$ cat config.mk
export PLATFORM = sky130hd
export DESIGN_NAME = dp_ram_be_init_flat
export DESIGN_NICKNAME = d
export VERILOG_FILES = /design/src/rtl/dp_ram_be_init_pkg.sv /design/src/rtl/dp_ram_be_init_if.sv /design/src/rtl/dp_ram_be_init_init_seq.sv /design/src/rtl/dp_ram_be_init.sv /design/src/flat_wrapper.sv
export SDC_FILE = /design/constraint.sdc
export NUM_CORES = 1
export LEC_CHECK = 0
export ABC_AREA = 1
export BUFFER_PORTS_ARGS = -buffer_cell sky130_fd_sc_hd__buf_2
export CORE_MARGIN = 4
export CORE_UTILIZATION = 50
export CTS_BUF_LIST = sky130_fd_sc_hd__clkbuf_2
export CTS_CLUSTER_DIAMETER = 50
export DETAILED_ROUTE_END_ITERATION = 8
export PLACE_DENSITY = 0.72
export SETUP_SLACK_MARGIN = 0.1
export SLEW_MARGIN = 30
export SYNTH_ARGS = -nofsm -noshare
export SYNTH_HDL_FRONTEND = slang
export SYNTH_SLANG_ARGS = --single-unit
$ cat constraint.sdc
create_clock -name clk -period 3.75 [get_ports clk]
set_clock_uncertainty 0.2 [all_clocks]
set_input_delay 0.375 -clock clk [delete_from_list [all_inputs] [get_ports clk]]
set_output_delay 0.375 -clock clk [all_outputs]
set_load 0.005 [all_outputs]
$ cat src/rtl/dp_ram_be_init_pkg.sv
// Shared types and helpers for the byte-enable dual-port RAM.
package dp_ram_pkg;

    // Init sequencer states: clearing the array, then normal service.
    typedef enum logic {
        INIT = 1'b0,
        RUN  = 1'b1
    } state_e;

    // Widest word byte_merge handles; narrower words are zero-extended in and truncated out.
    localparam int MAX_DATA_W = 256;
    localparam int MAX_BYTES  = MAX_DATA_W / 8;

    function automatic int num_bytes(input int data_width);
        return data_width / 8;
    endfunction

    // Byte i of the result comes from new_w when be[i] is set, otherwise from old_w.
    function automatic logic [MAX_DATA_W-1:0] byte_merge(
        input logic [MAX_DATA_W-1:0] old_w,
        input logic [MAX_DATA_W-1:0] new_w,
        input logic [MAX_BYTES-1:0]  be
    );
        logic [MAX_DATA_W-1:0] res;
        res = old_w;
        for (int i = 0; i < MAX_BYTES; i++) begin
            if (be[i]) begin
                res[8*i +: 8] = new_w[8*i +: 8];
            end
        end
        return res;
    endfunction

endpackage

$ cat src/rtl/dp_ram_be_init_if.sv
// Port A write / port B read bus of the dual-port RAM.
interface dp_ram_be_init_if #(
    parameter int ADDR_WIDTH = 4,
    parameter int DATA_WIDTH = 32
);
    logic                    init_busy;
    logic                    we_a;
    logic [DATA_WIDTH/8-1:0] be_a;
    logic [ADDR_WIDTH-1:0]   addr_a;
    logic [DATA_WIDTH-1:0]   data_a;
    logic                    re_b;
    logic [ADDR_WIDTH-1:0]   addr_b;
    logic [DATA_WIDTH-1:0]   data_b;
    logic                    valid_b;

    modport master (
        input  init_busy, data_b, valid_b,
        output we_a, be_a, addr_a, data_a, re_b, addr_b
    );

    modport slave (
        output init_busy, data_b, valid_b,
        input  we_a, be_a, addr_a, data_a, re_b, addr_b
    );
endinterface

$ cat src/rtl/dp_ram_be_init_init_seq.sv
// Post-reset clear sequencer: walks every address once, then hands the array to port A.
module dp_ram_init_seq
    import dp_ram_pkg::*;
#(
    parameter int ADDR_WIDTH = 4
) (
    input  logic                  clk,
    input  logic                  rst,
    output logic                  init_we,
    output logic [ADDR_WIDTH-1:0] init_addr,
    output logic                  init_busy,
    output logic                  run
);
    state_e                state_q, state_d;
    logic [ADDR_WIDTH-1:0] cnt_q, cnt_d;

    // Next state: one location cleared per cycle, RUN after the last address.
    always_comb begin
        state_d   = state_q;
        cnt_d     = cnt_q;
        init_we   = 1'b0;
        init_busy = 1'b0;
        case (state_q)
            INIT: begin
                init_busy = 1'b1;
                init_we   = !rst;
                cnt_d     = cnt_q + ADDR_WIDTH'(1);
                if (cnt_q == '1) begin
                    state_d = RUN;
                end
            end
            RUN: begin
                state_d = RUN;
            end
        endcase
    end

    // State and address counter; reset always restarts the clear from address 0.
    always_ff @(posedge clk) begin
        if (rst) begin
            state_q <= INIT;
            cnt_q   <= '0;
        end else begin
            state_q <= state_d;
            cnt_q   <= cnt_d;
        end
    end

    assign init_addr = cnt_q;
    assign run       = (state_q == RUN);
endmodule

$ cat src/rtl/dp_ram_be_init.sv
// Simple dual-port RAM with byte enables, 1/2-cycle read latency, collision modes and init clear.
module dp_ram_be_init
    import dp_ram_pkg::*;
#(
    parameter int                        ADDR_WIDTH = 4,
    parameter int                        DATA_WIDTH = 32,
    parameter int                        RD_LATENCY = 1,
    parameter int                        BYPASS     = 1,
    parameter logic [DATA_WIDTH-1:0]     INIT_VALUE = '0
) (
    input  logic           clk,
    input  logic           rst,
    dp_ram_be_init_if.slave bus
);
    localparam int DEPTH = 1 << ADDR_WIDTH;
    localparam int NB    = num_bytes(DATA_WIDTH);

    if (!(RD_LATENCY == 1 || RD_LATENCY == 2)) begin : g_bad_latency
        $fatal(1, "dp_ram_be_init: RD_LATENCY must be 1 or 2");
    end
    if ((DATA_WIDTH % 8) != 0 || DATA_WIDTH >= MAX_DATA_W) begin : g_bad_width
        $fatal(1, "dp_ram_be_init: DATA_WIDTH must be a multiple of 8 below MAX_DATA_W");
    end

    logic [DATA_WIDTH-1:0] mem [DEPTH];

    logic                  init_we, init_busy, run;
    logic [ADDR_WIDTH-1:0] init_addr;

    dp_ram_init_seq #(.ADDR_WIDTH(ADDR_WIDTH)) u_init_seq (
        .clk       (clk),
        .rst       (rst),
        .init_we   (init_we),
        .init_addr (init_addr),
        .init_busy (init_busy),
        .run       (run)
    );

    assign bus.init_busy = init_busy;

    // Port A word after applying byte enables to the current contents.
    logic [DATA_WIDTH-1:0] merged;
    assign merged = DATA_WIDTH'(byte_merge(MAX_DATA_W'(mem[bus.addr_a]),
                                           MAX_DATA_W'(bus.data_a),
                                           MAX_BYTES'(bus.be_a)));

    logic                  wr_en;
    logic [ADDR_WIDTH-1:0] wr_addr;
    logic [DATA_WIDTH-1:0] wr_data;

    // Write port mux: the sequencer owns the array during INIT, port A afterwards.
    always_comb begin
        wr_en   = 1'b0;
        wr_addr = bus.addr_a;
        wr_data = merged;
        if (init_we) begin
            wr_en   = 1'b1;
            wr_addr = init_addr;
            wr_data = INIT_VALUE;
        end else if (run && !rst && bus.we_a && (bus.be_a != '0)) begin
            wr_en = 1'b1;
        end
    end

    // Array storage; never reset, the sequencer clears it instead.
    always_ff @(posedge clk) begin
        if (wr_en) begin
            mem[wr_addr] <= wr_data;
        end
    end

    // A colliding read sees either the merged word (forwarding) or the old word.
    logic                  rd_fire;
    logic [DATA_WIDTH-1:0] rd_word;
    assign rd_fire = run && bus.re_b;
    assign rd_word = (BYPASS != 0 && bus.we_a && (bus.addr_a == bus.addr_b))
                   ? merged : mem[bus.addr_b];

    // ---- stage p1: array read register ----
    logic                  vld_p1_q, vld_p1_d;
    logic [DATA_WIDTH-1:0] data_p1_q, data_p1_d;

    // Capture a read result; data holds when no read is issued.
    always_comb begin
        vld_p1_d  = rd_fire;
        data_p1_d = rd_fire ? rd_word : data_p1_q;
    end

    // Stage p1 register; reset cancels anything in flight.
    always_ff @(posedge clk) begin
        if (rst) begin
            vld_p1_q  <= 1'b0;
            data_p1_q <= '0;
        end else begin
            vld_p1_q  <= vld_p1_d;
            data_p1_q <= data_p1_d;
        end
    end

    if (RD_LATENCY == 2) begin : g_lat2
        // ---- stage p2: extra output register ----
        logic                  vld_p2_q, vld_p2_d;
        logic [DATA_WIDTH-1:0] data_p2_q, data_p2_d;

        // Advance only valid results so data_b holds between reads.
        always_comb begin
            vld_p2_d  = vld_p1_q;
            data_p2_d = vld_p1_q ? data_p1_q : data_p2_q;
        end

        // Stage p2 register; reset cancels anything in flight.
        always_ff @(posedge clk) begin
            if (rst) begin
                vld_p2_q  <= 1'b0;
                data_p2_q <= '0;
            end else begin
                vld_p2_q  <= vld_p2_d;
                data_p2_q <= data_p2_d;
            end
        end

        assign bus.valid_b = vld_p2_q;
        assign bus.data_b  = data_p2_q;
    end else begin : g_lat1
        assign bus.valid_b = vld_p1_q;
        assign bus.data_b  = data_p1_q;
    end

    logic unused_nb;
    assign unused_nb = (NB == 0);
endmodule

$ cat src/flat_wrapper.sv
// flat-port wrapper written by rule: the top's interface ports become plain ports
module dp_ram_be_init_flat import dp_ram_pkg::*;
#(
    parameter int                        ADDR_WIDTH = 4,
    parameter int                        DATA_WIDTH = 32,
    parameter int                        RD_LATENCY = 1,
    parameter int                        BYPASS     = 1,
    parameter logic [DATA_WIDTH-1:0]     INIT_VALUE = '0
)
  (clk, rst, bus_init_busy, bus_data_b, bus_valid_b, bus_we_a, bus_be_a, bus_addr_a, bus_data_a, bus_re_b, bus_addr_b);
  dp_ram_be_init_if #(.ADDR_WIDTH(ADDR_WIDTH), .DATA_WIDTH(DATA_WIDTH)) bus_i ();
  input  logic clk;
  input  logic rst;
  output wire logic [$bits(bus_i.init_busy)-1:0] bus_init_busy;
  output wire logic [$bits(bus_i.data_b)-1:0] bus_data_b;
  output wire logic [$bits(bus_i.valid_b)-1:0] bus_valid_b;
  input wire logic [$bits(bus_i.we_a)-1:0] bus_we_a;
  input wire logic [$bits(bus_i.be_a)-1:0] bus_be_a;
  input wire logic [$bits(bus_i.addr_a)-1:0] bus_addr_a;
  input wire logic [$bits(bus_i.data_a)-1:0] bus_data_a;
  input wire logic [$bits(bus_i.re_b)-1:0] bus_re_b;
  input wire logic [$bits(bus_i.addr_b)-1:0] bus_addr_b;
  assign bus_init_busy = bus_i.init_busy;
  assign bus_data_b = bus_i.data_b;
  assign bus_valid_b = bus_i.valid_b;
  assign bus_i.we_a = bus_we_a;
  assign bus_i.be_a = bus_be_a;
  assign bus_i.addr_a = bus_addr_a;
  assign bus_i.data_a = bus_data_a;
  assign bus_i.re_b = bus_re_b;
  assign bus_i.addr_b = bus_addr_b;
  dp_ram_be_init #(.ADDR_WIDTH(ADDR_WIDTH), .DATA_WIDTH(DATA_WIDTH), .RD_LATENCY(RD_LATENCY), .BYPASS(BYPASS), .INIT_VALUE(INIT_VALUE)) u_core (.clk(clk), .rst(rst), .bus(bus_i));
endmodule
==> results of run 1 <==
## power by group
| group | switching [uW] | total (uW) | leakage [uW] | internal, uW |
|---|---|---|---|---|
| clock network | 2510 | 4160 | 0.000996 | 1650 |
| registers | 56.4 | 6930 | 0.00503 | 6870 |
| logic | 1170 | 1690 | 0.00733 | 527 |
| total | 3730 | 12800 | 0.0134 | 9040 |
## sequential cells by signal, summed over array words and instances (netlist names)
| name | flops |
|---|---|
| u_core.bus.valid_b | 1 |
| u_core.bus.data_b | 32 |
| u_core.u_init_seq.init_addr | 4 |
| u_core.mem | 512 |
| u_core.u_init_seq.run | 1 |
## repair_timing
action,4_1_cts,5_1_grt
gates resized for setup,0,12
hold buffers,211,0
setup endpoints to repair,0,32
endpoints found under the hold margin,906,0
## Yosys cell counts, drive strengths merged
cell type / instances / area [sq um]
nand2: 1485 / 5600
nand3: 835 / 4230
edfxtp: 512 / 15400
buf: 222 / 1520
a21oi: 69 / 447
dfxtp: 38 / 761
inv: 36 / 145
nor2: 25 / 93.8
clkinv: 17 / 63.8
clkbuf: 14 / 56.3
o21ai: 8 / 40.0
nand4: 2 / 12.5
nor3: 2 / 15.0
a31o: 1 / 8.76
and3: 1 / 6.26
ha: 1 / 12.5
nand3b: 1 / 20.0
o22ai: 1 / 6.26
## critical path: cells and delay by family
family	cells	cell delay, ns
buf+inv	9	3.63
simple gates	3	0.36
compound gates	2	0.20
## worst paths after layout
| kind | slack, ns | depth (start not counted) | startpoint | end |
|---|---|---|---|---|
| setup / recovery | 0.12 | 14 | bus_addr_a[1] | u_core.bus.data_b[2] |
| hold / removal | 0.15 | 8 | bus_addr_a[2] | u_core.mem[5][20] |
| setup reg to reg | 0.40 | 13 | u_core.mem[5][20] | u_core.bus.data_b[20] |
| hold reg to reg | 0.37 | 2 | u_core.u_init_seq.init_addr[3] | u_core.u_init_seq.init_addr[3] |
## area by class of cell
| cell class | count | area [sq um] | area share, % |
|---|---|---|---|
| Clock inverter | 36 | 194 | 0.590 |
| Clock buffer | 214 | 1070 | 3.26 |
| Timing Repair Buffer | 403 | 3650 | 11.1 |
| Inverter | 53 | 244 | 0.742 |
| Sequential cell | 550 | 16100 | 49.0 |
| Multi-Input combinational cell | 2431 | 10600 | 32.4 |
| Antenna cell | 6 | 15.0 | 0.0456 |
| Tap cell | 756 | 946 | 2.88 |
## per-stage QoR
stage          util [%]  total power (uW)  cells  setup slack, ns
2_1_floorplan         -              8100   3270            0.509
3_3_place_gp       52.3              8580   3982            0.492
3_5_place_dp       52.3              8600   3982            0.486
4_1_cts            58.3             12800   4443            0.113
5_1_grt            58.5             13300   4449            0.141
6_report           58.5             12800   4449            0.117
## kinds of logic (layout without fill, tap and decap cells)
group           Yosys count  in the layout  synth area share (%)
compound gates           79             79                  1.77
other cells               0              6                     0
fa+ha+maj                 1              1                0.0440
flops                   550            550                  56.8
buf+inv                 289            706                  6.27
simple gates           2351           2351                  35.1
## metal layers
metal  wire (microns)  up-vias
li1                 -    11800
met1            34200    12100
met4             4270        0
met3            10700      325
met5                0        -
met2            43300     1753
==> results.sh, run 1 <==
export IMPL_outcome="finished clean"
export IMPL_maxSlewViolCount=0
export IMPL_clk_pin_slew_ns=0.12
export IMPL_io_pins=82
export IMPL_finalInstanceArea_sq_um=32900
export IMPL_syn_num_nets=3319
export IMPL_numCtsBuffers=143
export IMPL_tightest_slew_ns=0.935
export IMPL_finalCritPeriodShare_pct=96.9
export IMPL_synthDistinctLibCells=30
export IMPL_tritoncts="done"
export IMPL_critPathRequiredTime_ns=4.74
export IMPL_synth_seq_cells=550
export IMPL_vias=26000
export IMPL_portBuffers=81
export IMPL_place_area_sq_um=29400
export IMPL_synthCells=3270
export IMPL_dieWidth_microns=246
export IMPL_drt_antenna_violating_nets=0
export IMPL_use_met3_pct=6.53
export IMPL_grt_pass1_vias=25100
export IMPL_cp_slowest_stage_delay_ns=0.60
export IMPL_wl_per_cell_microns=20.8
export IMPL_holdWs_ns=0.150
export IMPL_max_slew_margin_rel_pct=37.7
export IMPL_hpwl_mm=48.1
export IMPL_synth_area_per_cell_sq_um=8.69
export IMPL_die_h_microns=246
export IMPL_crit_type="in -> reg"
export IMPL_start_util_pct=50.5
export IMPL_drt_iter0_markers=3296
export IMPL_cap_violations=0
export IMPL_cts_sinks=550
export IMPL_crit_path_cell_trace="dlygate4sd3_1 > buf_4 > inv_6 > buf_4 > o22ai_1 > nand3b_4 > clkinv_2 > buf_12 > nand3_1 > dlygate4sd3_1 > nand2_1 > dlygate4sd3_1 > a21oi_2 > dlygate4sd3_1"
export IMPL_crit_path_end_kind="flip-flop"
export IMPL_dieArea_sq_um=60700
export IMPL_dr_pass1_iters=6
export IMPL_cts_setup_buffers=0
export IMPL_rows=87
export IMPL_hold_path_class="in -> reg"
export IMPL_nNetsFinal=3631
export IMPL_grt_max_degree=129
export IMPL_gr_usage_all_layers_pct=30.1
export IMPL_ir_drop_uv=262
export IMPL_final_setup_viol_count=0
export IMPL_drc=0
export IMPL_mostFrequentLayoutCells="nand2_1 (1473), nand3_1 (824), edfxtp_1 (512), clkbuf_2 (214), dlygate4sd3_1 (210)"
export IMPL_drive_gt1_share_pct=14.1
export IMPL_routed_wirelength_mm=92.4
export IMPL_grt_use_met1_pct=38.1
export IMPL_fmax_ghz=0.275
export IMPL_clockRootBuffer="clkbuf_2"
export IMPL_crit_slowest_cell="dlygate4sd3_1"
export IMPL_yosysWarningCount=0
export IMPL_setup_worst_path_start_class="input port"
export IMPL_clock_latency_ns=1.33
export IMPL_final_min_clock_period_ns=3.63
export IMPL_viasPerCell=5.84
export IMPL_yosysSeqAreaShare_pct=56.8
export IMPL_final_common_cell="nand2_1"
export IMPL_place_congestion=0.817
export IMPL_powerDensity_nw_per_um2=388
export IMPL_area_growth_pct=15.8
export IMPL_synth_area_sq_um=28400
export IMPL_grtUsageMet2_pct=48.8
export IMPL_grt_busiest_layer="met2"
export IMPL_finalHoldViolations=0
export IMPL_overflow=0
export IMPL_power_leakage_uw=0.0134
export IMPL_cp_max_fo=34
export IMPL_cp_data_arrival_time_ns=4.63
export IMPL_cp_common_cell="dlygate4sd3_1"
export IMPL_cts_buffer_depth=3
export IMPL_grt_antenna_before_repair=2
export IMPL_grt_pass1_wl_mm=140
export IMPL_rsz0062_at_grt="no"
export IMPL_timing_setup_tns_ns=0
export IMPL_core_area_sq_um=56300
export IMPL_fillers=4909
export IMPL_htreeDepth=4
Power figures use the tool's default switching activity.
==> run 2: changes to the inputs <==
--- a/config.mk
+++ b/config.mk
@@ -7,12 +7,14 @@
 export LEC_CHECK = 0
 export ABC_AREA = 1
 export BUFFER_PORTS_ARGS = -buffer_cell sky130_fd_sc_hd__buf_2
+export CELL_PAD_IN_SITES_DETAIL_PLACEMENT = 0
+export CELL_PAD_IN_SITES_GLOBAL_PLACEMENT = 1
 export CORE_MARGIN = 4
 export CORE_UTILIZATION = 50
 export CTS_BUF_LIST = sky130_fd_sc_hd__clkbuf_2
 export CTS_CLUSTER_DIAMETER = 50
 export DETAILED_ROUTE_END_ITERATION = 8
-export PLACE_DENSITY = 0.72
+export PLACE_DENSITY = 0.88
 export SETUP_SLACK_MARGIN = 0.1
 export SLEW_MARGIN = 30
 export SYNTH_ARGS = -nofsm -noshare
==> results.sh, run 2 (synthesized netlist as in run 1, its figures left out) <==
export IMPL_rsz0062_at_grt="no"
export IMPL_clk_pin_slew_ns=0.10
export IMPL_cp_common_cell="dlygate4sd3_1"
export IMPL_placedCellCount=3987
export IMPL_finalNonFillerCells=4444
export IMPL_tritoncts="done"
export IMPL_seq_area_sq_um=16100
export IMPL_dieWidth_microns=246
export IMPL_tightest_slew_ns=0.934
export IMPL_final_common_cell="nand2_1"
export IMPL_fmax_ghz=0.272
export IMPL_final_setup_viol_count=0
export IMPL_rows=87
export IMPL_clock_latency_ns=1.36
export IMPL_powerDensity_nw_per_um2=392
export IMPL_layout_setup_ws_ns=0.0780
export IMPL_final_min_clock_period_ns=3.67
export IMPL_cp_slowest_stage_delay_ns=0.59
export IMPL_nNetsFinal=3628
export IMPL_drc=0
export IMPL_critPathRequiredTime_ns=4.75
export IMPL_place_congestion=0.859
export IMPL_fillers=4860
export IMPL_worst_path_stages=15
export IMPL_wl_per_cell_microns=22.0
export IMPL_viasPerCell=5.94
export IMPL_area_growth_pct=15.9
export IMPL_critPathLaunch="bus_addr_a[0]"
export IMPL_reg2reg_slack_ns=0.47
export IMPL_finalInstanceArea_sq_um=32900
export IMPL_clockRootBuffer="clkbuf_2"
export IMPL_finalHoldViolations=0
export IMPL_power_leakage_uw=0.0133
export IMPL_setup_worst_path_end="u_core.bus.data_b[24]"
export IMPL_place_worst_setup_slack_ns=0.584
export IMPL_vias=26400
export IMPL_crit_family="buffers and inverters"
export IMPL_cts_setup_buffers=0
export IMPL_cts_buffer_depth=3
export IMPL_grt_pass1_wl_mm=146
export IMPL_largest_register_ffs=512
export IMPL_place_area_sq_um=29500
export IMPL_drive_gt1_share_pct=14.3
export IMPL_r2r_cells=13
export IMPL_cp_max_fo=28
export IMPL_finalCritPeriodShare_pct=97.9
export IMPL_crit_slowest_cell="dlygate4sd3_1"
export IMPL_max_slew_margin_rel_pct=37.7
export IMPL_cap_violations=0
export IMPL_timing_setup_tns_ns=0
export IMPL_htreeDepth=4
export IMPL_dr_pass1_iters=6
export IMPL_maxSlewViolCount=0
export IMPL_grt_pass1_vias=26200
export IMPL_portBuffers=81
export IMPL_cts_sinks=550
export IMPL_ir_drop_uv=249
export IMPL_outcome="finished clean"
export IMPL_crit_type="in -> reg"
export IMPL_drt_iter0_markers=3611
export IMPL_die_h_microns=246
export IMPL_mostFrequentLayoutCells="nand2_1 (1473), nand3_1 (824), edfxtp_1 (512), dlygate4sd3_1 (204), clkbuf_2 (201)"
export IMPL_crit_path_cell_trace="dlygate4sd3_1 > clkbuf_8 > clkinv_8 > buf_4 > nor2_1 > nor3_2 > nand3b_4 > inv_2 > buf_8 > nand3_1 > dlygate4sd3_1 > nand2_1 > dlygate4sd3_1 > a21oi_2 > dlygate4sd3_1"
export IMPL_numCtsBuffers=141
export IMPL_r2r_start="u_core.mem[13][19]"
export IMPL_dieArea_sq_um=60700
export IMPL_gr_usage_all_layers_pct=31.8
export IMPL_setup_worst_path_start_class="input port"
export IMPL_rr_endpoint="u_core.bus.data_b[19]"
export IMPL_hpwl_mm=53.3
export IMPL_multi_input_area_sq_um=10700
export IMPL_path_buf_inv=9
export IMPL_io_pins=82
export IMPL_start_util_pct=50.5
export IMPL_routed_wirelength_mm=97.7
export IMPL_drt_antenna_violating_nets=0
export IMPL_hold_path_class="in -> reg"
export IMPL_core_area_sq_um=56300
export IMPL_overflow=0
export IMPL_grt_antenna_before_repair=1
export IMPL_largest_register="u_core.mem"
export IMPL_grt_max_degree=122
export IMPL_crit_path_end_kind="flip-flop"
export IMPL_cp_data_arrival_time_ns=4.67
-- run 2: cell count changes in the layout (fill, tap and decap cells not counted), sizes merged --
cell,delta
bufinv,+2
buf,+4
clkinv,+8
diode,-5
clkinvlp,+1
clkbuf,-12
dlygate4sd3,-6
inv,+3
-- run 2: worst min path at each step --
stage | from | endpoint | slack, ns | cells past startpoint
floorplan | u_core.u_init_seq.init_addr[3] | u_core.u_init_seq.init_addr[3] | 0.25 | 2
global placement | u_core.bus.data_b[5] | u_core.bus.data_b[5] | 0.25 | 2
detailed placement | u_core.bus.data_b[6] | u_core.bus.data_b[6] | 0.26 | 2
CTS | bus_addr_b[3] | u_core.bus.data_b[25] | 0.08 | 8
global route | bus_be_a[3] | u_core.mem[2][31] | 0.11 | 4
finish | bus_be_a[3] | u_core.mem[10][31] | 0.22 | 4
-- run 2: power breakdown --
part	switching [uW]	total, uW	internal, uW
registers	55.2	6930	6870
clock network	2550	4270	1720
logic	1200	1720	523
total	3810	12900	9120
-- run 2: worst min-delay path: stages --
cell           delay (ns)
dlygate4sd3_1        0.54
buf_2                0.20
nand2_1              0.22
a21oi_2              0.22
-- run 2: layout make-up --
| class | instances | area share (%) |
|---|---|---|
| antenna | 1 | 0.00760 |
| inverter | 53 | 0.676 |
| sequential | 550 | 49.0 |
| tap | 756 | 2.87 |
| clock buffer | 201 | 3.05 |
| timing repair buffer | 402 | 11.0 |
| clock inverter | 50 | 0.927 |
| multi-input combinational | 2431 | 32.5 |
-- run 2: layer usage --
metal  part of all wire [%]  wire length (microns)  track usage [%]  vias up
met1                     38                  37100             41.3    12500
li1                       -                      -                -    11800
met3                     12                  11700             7.29      332
met4                    3.9                   3820             14.7        0
met2                     46                  45100             51.0     1861
met5                      0                      0                0        -
-- run 2: metrics by stage --
stage	util [%]	hold WS, ns	total power [uW]
3_5_place_dp	52.4	0.256	8630
4_1_cts	58.3	0.0829	12900
2_1_floorplan	-	0.252	8100
5_1_grt	58.5	0.112	13500
3_3_place_gp	52.4	0.253	8590
6_report	58.5	0.224	12900
-- run 2: what timing repair did --
action	CTS	global route
endpoints found under the hold margin	981	0
setup endpoints to repair	0	24
hold buffers	204	0
gates resized for setup	0	6
